===== config.mk =====
export PLATFORM = sky130hd
export DESIGN_NAME = fetch_stage
export DESIGN_NICKNAME = d
export VERILOG_FILES = /design/src/rtl/fetch_stage_pkg.sv /design/src/rtl/fetch_stage.sv
export SDC_FILE = /design/constraint.sdc
export NUM_CORES = 1
export LEC_CHECK = 0
export ABC_CLOCK_PERIOD_IN_PS = 1700
export CAP_MARGIN = 20
export CORE_AREA = 2 2 41 80
export CTS_CLUSTER_SIZE = 10
export DETAILED_ROUTE_END_ITERATION = 10
export DIE_AREA = 0 0 43 82
export PLACE_DENSITY = 0.84
export SLEW_MARGIN = 20
export SYNTH_ARGS = -nofsm -noshare
export SYNTH_HDL_FRONTEND = slang
export SYNTH_SLANG_ARGS = --single-unit

===== constraint.sdc =====
create_clock -name clk -period 1.7 [get_ports clk]
set_clock_uncertainty 0.1 [all_clocks]
set_input_delay 0.51 -clock clk [delete_from_list [all_inputs] [get_ports clk]]
set_output_delay 0.51 -clock clk [all_outputs]
set_load 0.02 [all_outputs]

===== src/rtl/fetch_stage_pkg.sv =====
// Shared definitions for the fetch stage: default widths, program length and
// the FSM state encoding also seen by the debug port.
package fetch_stage_pkg;

  localparam int DEF_PC_W     = 8;
  localparam int DEF_INSTR_W  = 8;
  localparam int DEF_PROG_LEN = 6;

  typedef enum logic [1:0] {
    WARMUP = 2'd0,
    FETCH  = 2'd1,
    HALT   = 2'd2
  } fetch_state_e;

endpackage


===== src/rtl/fetch_stage.sv =====
// Instruction-fetch stage: owns the PC, drives the IM address combinationally,
// registers the returned code byte and hands it to the decoder.
module fetch_stage
  import fetch_stage_pkg::*;
#(
  parameter int              PC_W     = DEF_PC_W,
  parameter int              INSTR_W  = DEF_INSTR_W,
  parameter int              PROG_LEN = DEF_PROG_LEN,
  parameter logic [PC_W-1:0] RESET_PC = '0
) (
  input  logic               clk,
  input  logic               reset,
  output logic [PC_W-1:0]    im_pc,
  input  logic [INSTR_W-1:0] im_code,
  input  logic               br_taken,
  input  logic [PC_W-1:0]    br_target,
  output logic [INSTR_W-1:0] instr,
  output logic [PC_W-1:0]    instr_pc,
  output logic               instr_valid,
  input  logic               dec_ready,
  output logic               halted,
  output fetch_state_e       state
);

  // Handshake instr_valid/dec_ready: a transfer happens on every rising edge
  // where both are high; while instr_valid && !dec_ready the instr, instr_pc
  // and pc registers hold; instr_valid never depends on dec_ready.

  localparam logic [PC_W:0]   PROG_END = (PC_W + 1)'(PROG_LEN);
  localparam logic [PC_W-1:0] PC_ONE   = {{(PC_W - 1){1'b0}}, 1'b1};

  logic [PC_W-1:0] pc;
  logic            pc_in_prog;
  logic            tgt_in_prog;
  logic            slot_free;
  logic            load;

  assign im_pc       = pc;
  assign pc_in_prog  = ({1'b0, pc} < PROG_END);
  assign tgt_in_prog = ({1'b0, br_target} < PROG_END);
  assign slot_free   = !instr_valid || dec_ready;
  assign load        = (state == FETCH) && slot_free && pc_in_prog;

  always_ff @(posedge clk) begin
    if (!reset) begin
      pc          <= RESET_PC;
      instr       <= '0;
      instr_pc    <= '0;
      instr_valid <= 1'b0;
      halted      <= 1'b0;
      state       <= WARMUP;
    end else if (br_taken) begin
      // Redirect flushes the register; a same-cycle transfer was still consumed.
      pc          <= br_target;
      instr_valid <= 1'b0;
      if (state == WARMUP) begin
        state <= FETCH;
      end else if (tgt_in_prog) begin
        state  <= FETCH;
        halted <= 1'b0;
      end else begin
        state  <= HALT;
        halted <= 1'b1;
      end
    end else begin
      unique case (state)
        WARMUP: begin
          state <= FETCH;
        end
        FETCH: begin
          if (load) begin
            instr       <= im_code;
            instr_pc    <= pc;
            instr_valid <= 1'b1;
            pc          <= pc + PC_ONE;
          end else if (!pc_in_prog && slot_free) begin
            // Past the end with the last instruction gone: stop fetching.
            instr_valid <= 1'b0;
            state       <= HALT;
            halted      <= 1'b1;
          end
        end
        HALT: begin
          halted <= 1'b1;
        end
        default: begin
          state <= WARMUP;
        end
      endcase
    end
  end

endmodule


; ---- Word-level counts from Yosys, hierarchy flattened
; Cells that the tools add are included.
[op_classes]
add_sub_neg = 1
multipliers = 0
div_mod_pow = 0
order_cmp = 2
n_eq_ne = 6
n_shift = 0
n_mux = 17
bitwise_logic = 2
reduce_logical = 17
[op_table]
columns = operator, count
row1 = 2-to-1 mux 8 bit, 3
row2 = less-than comparator 8 x 3 -> 1 bit (second input constant), 2
row3 = 2-to-1 mux 2 bit, 5
row4 = adder 8 x 1 -> 8 bit (second input constant), 1
row5 = 2-to-1 mux 1 bit, 7
row6 = case mux 2 bit (3 select lines), 1
row7 = AND reduction 3 bit, 2
row8 = nonzero test 2 bit, 3
row9 = != test 2 bit (second input constant), 2
row10 = AND reduction 2 bit, 2
row11 = AND reduction 4 bit, 1
row12 = logical AND 1 bit, 3
row13 = != test 3 x 2 -> 1 bit (second input constant), 1
row14 = != test 3 bit (second input constant), 1
row15 = nonzero test 3 bit, 1
row16 = == test 2 x 1 -> 1 bit (second input constant), 1
row17 = == test 2 bit (second input constant), 1
row18 = zero test 1 bit, 2
row19 = zero test 2 bit, 1
row20 = NOT 1 bit, 2
row21 = case mux 1 bit (2 select lines), 1
row22 = OR reduction 2 bit, 1
row23 = logical OR 1 bit, 1
[totals]
reg_bits = 28
latchBits = 0
ramBits = 0
romBits = 0
in_bits = 20
out_inout_bits = 28
wordCells = 51
memories = 0

; ---- Logic depth before layout (Yosys ltp)
; Gate-level depths: netlist (run 1).
[depth]
ltp_word = 7
ltp_mapped = 5

; ---- Worst setup path after synthesis (run 1)
; Ideal clock, no wire load.
[synth_path]
kind = in2reg
startpoint = input port br_taken
endpoint = register state[0]
setup_ps = 58
t_arrival_ps = 1314
slack_ps = 228
stages = 5
path_buffers = 1
path_cell_list = buf_2 > nor4b_1 > nand2_1 > a21oi_1 > o21a_1
[synth_via]
elab_chain_len = 2
word_cells_on_any_way = 5
cone_classes = 3 x eq/ne / 1 x mux / 1 x reduce/logical
[synth_lines]
columns = element, line
row1 = "start, declared", fetch_stage.sv:15  ; input logic br_taken,
row2 = "!= test 3 x 2 -> 1 bit (no source line), or another cell as far along", n/a
row3 = AND reduction 3 bit (no source line), n/a
row4 = "end signal, assigned", fetch_stage.sv:51  ; state <= WARMUP;
row5 = "end signal, assigned", fetch_stage.sv:57  ; state <= FETCH;
row6 = "end signal, assigned", fetch_stage.sv:59  ; state <= FETCH;
row7 = "end, declared", fetch_stage.sv:22  ; output fetch_state_e state
; Several ways; a longest one is shown, not always the timed one.
; A chain may end at the register's enable or synchronous reset.

; ---- Worst setup path after layout (run 1)
[layout_path]
startpoint = input port br_taken
endpoint = register instr_pc[5]
[layout_via]
elab_chain_len = 2
[layout_lines]
columns = element, line
row1 = NOT 1 bit (no source line), n/a
row2 = AND reduction 3 bit (no source line), n/a
row3 = "end signal, assigned", fetch_stage.sv:73  ; instr_pc <= pc;
row4 = "end, declared", fetch_stage.sv:18  ; output logic [PC_W-1:0] instr_pc,
; No other way between the ends.

==> impl_metrics.toml, run 1 <==
[status]
status = "complete, no violations"

[die]
coreArea_sq_um = 2940
start_util_pct = 38.0
placementRows = 28
die_x_microns = 43
dieArea_sq_um = 3530
ios = 48
die_height_microns = 82

[timing]
max_slew_margin_pct = 82.6
drv_slew = 0
final.period_utilization_pct = 98.7
whs_ps = 376
rsz0062_at_grt = "yes"
tightest_slew_ps = 259
layout_min_cycle_time_ps = 1680
setup_viol = 0
fin_setup_tns_ps = 0
fmax_mhz = 596
hold_violations = 0

[synth]
synth.distinct_cells = 26
synth_ff_type = "dfxtp_1"
synth_edf_count = 0
synth_fp_nets = 144
async_flop_share_pct = 0
synth_top_area_share_pct = 50.2
netlist_instances = 123
yosysWarnings = 0
synth_top_cell_by_area = "dfxtp_1"
ys_ff_latch = 28
synthTopCellsByArea = "dfxtp_1, mux2i_1, o21ai_0, a21oi_1, nand3_1"
ys_seq_area_share_pct = 50.2
synth_area_per_cell_sq_um = 9.08
synth.cell_area_sq_um = 1120

[layout]
layout_common_cells = "dfxtp_1, dlygate4sd2_1, clkdlybuf4s50_1"
drive_above_1_share_pct = 13.0
fin_nets = 206
syn2layout_area_growth_pct = 57.6
final_cells = 214
fin_area_sq_um = 1760
n_antenna_cell = 0

[power_and_ir_drop]
p_sw_mw = 0.416
fin_total_pwr_mw = 1.48
swShare_pct = 28.0
power_leakage_nw = 0.829
combPwrFrac_pct = 24.2
p_int_mw = 1.07
max-vdd-ir-drop_mv = 0.523
clkPwrFrac_pct = 27.9
seq_power_share_pct = 47.9
p_per_area_nw_per_um2 = 843

[detailed_routing]
antenna_violating_nets_post_route = 0
dr.pass1.iters = 4
dr.first_iter.drc_count = 19
drc = 0
via_count = 1152
finalWirelength_microns = 3220
via_per_inst = 5.38
wl_per_cell_microns = 15.0

[clock_network]
clk_latency_ps = 280
cts_sinks = 28
cts_root_buf = "clkbuf_8"
cts_buffer_depth = 2
clk_pin_slew_ps = 90
htreeDepth = 1
numCtsBuffers = 3
cts_tree = "yes"

[setup_path]
reg2reg_slack_ps = 100
worst_ep_arrival_time_ps = 1760
crit_path_top_delay_cell = "clkdlybuf4s50_1"
crit_start = "br_taken"
crit_path_frequent_cell = "and3_1"
start_kind = "input pin"
reg2reg_to = "im_pc[0]"
cp.required_ps = 1780
r2r_cells = 4
crit_path_end = "instr_pc[5]"
worstPathCellList = "clkdlybuf4s50_1, inv_1, and3_1, nand2_1, and3_1"
slowest_delay_ps = 460
critical_path_class = "input pin to register"
cp-end-kind = "register"
timing.rr.start = "im_pc[3]"
crit_fanout = 6

[placed_design]
post-dp-hpwl_microns = 2510
port-buffer-count = 47
dpl_cell_area_sq_um = 1730
gp_congestion = 0.831
dpl.cell_count = 210

[global_route]
grt_overflow_total = 0
antenna_found_initial = 0
grt_max_degree = 16
first_global_vias = 1161
grt_pass1_wl_microns = 5090
grt_usage_pct = 18.9

[run]
maxCapViolations = 0

[worst_hold_path]
hold_class = "register to register"
-- power groups by stage --
stage / combinational [mW] / clock [mW] / sequential [mW]
2_1_floorplan: 0.133 / 0 / 0.773
3_3_place_gp: 0.366 / 0 / 0.726
3_5_place_dp: 0.379 / 0 / 0.727
4_1_cts: 0.357 / 0.418 / 0.711
5_1_grt: 0.388 / 0.443 / 0.716
6_report: 0.360 / 0.414 / 0.712
-- per-layer routing --
metal,track usage [%],vias up,share of wire [%]
li1,-,564,-
met1,17.7,544,36
met2,38.9,41,58
met3,3.30,3,4.6
met4,6.36,0,1.2
met5,0,-,0
-- flip-flops by register name, indices dropped and copies added, names as in the netlist --
register	cells
halted	1
im_pc	8
instr	8
instr_pc	8
instr_valid	1
state	2
-- what timing repair did --
| action | 4_1_cts | 5_1_grt |
|---|---|---|
| setup buffers | 0 | 0 |
| gates resized for setup | 28 | 3 |
| pin swaps | 0 | 0 |
| endpoints found under the setup margin | 28 | 13 |
| hold buffers | 0 | 0 |
-- cells in the mapped netlist, types with 2 or more instances --
cell type  number
a211oi_1        2
a21oi_1        14
a31oi_1         2
and3_1          6
buf_2           2
clkbuf_1        4
dfxtp_1        28
mux2i_1         9
nand2_1         6
nand3_1        13
nor2_1          5
nor3_1          2
o21ai_0        16
or3_1           2
-- cell type report --
| class | instances | area, sq um |
|---|---|---|
| inverter | 2 | 7.51 |
| sequential | 28 | 561 |
| tap | 30 | 37.5 |
| fill | 287 | 1180 |
| clock buffer | 4 | 55.1 |
| timing repair buffer | 64 | 576 |
| multi-input combinational | 86 | 524 |
-- worst max-delay path, delay by kind of cell --
family / cells / cell delay [ps]
simple gates: 3 / 610
buf+inv: 2 / 630
-- cells by family (layout without fill, tap and decap cells) --
| logic type | after synthesis | in the layout | share of synthesized area, % |
|---|---|---|---|
| AOI/OAI and AO/OA | 35 | 35 | 16.6 |
| adders and majority gates | 1 | 1 | 1.12 |
| buffers and inverters | 9 | 70 | 3.58 |
| DFF | 28 | 28 | 50.2 |
| muxes | 9 | 9 | 8.06 |
| and+or+nand+nor | 41 | 41 | 20.5 |
-- worst min path at each step --
stage / start / end / slack, ps / cells after the start
finish: instr[6] / instr[6] / 380 / 2
global route: instr_pc[7] / instr_pc[7] / 400 / 1
CTS: instr[6] / instr[6] / 380 / 2
detailed placement: instr[6] / instr[6] / 370 / 2
global placement: halted / halted / 350 / 2
floorplan: halted / halted / 430 / 2
-- per-stage QoR --
| step | utilization, % | setup slack, ps |
|---|---|---|
| 2_1_floorplan | - | 228 |
| 3_3_place_gp | 58.9 | -207 |
| 3_5_place_dp | 58.9 | -269 |
| 4_1_cts | 59.6 | 22.4 |
| 5_1_grt | 59.8 | -26.7 |
| 6_report | 59.8 | 21.8 |
(Power assumes the default switching activity.)
==> run 2: changes to the inputs <==
SLEW_MARGIN = 5   (was 20)
==> results of run 2 <==
The final DEF is identical to that of run 1; final timing and power are the same.
==> run 3: changes to the inputs <==
CTS_CLUSTER_SIZE = 16   (was 10)
==> results of run 3 <==
The final DEF is identical to that of run 1; final timing and power are the same.
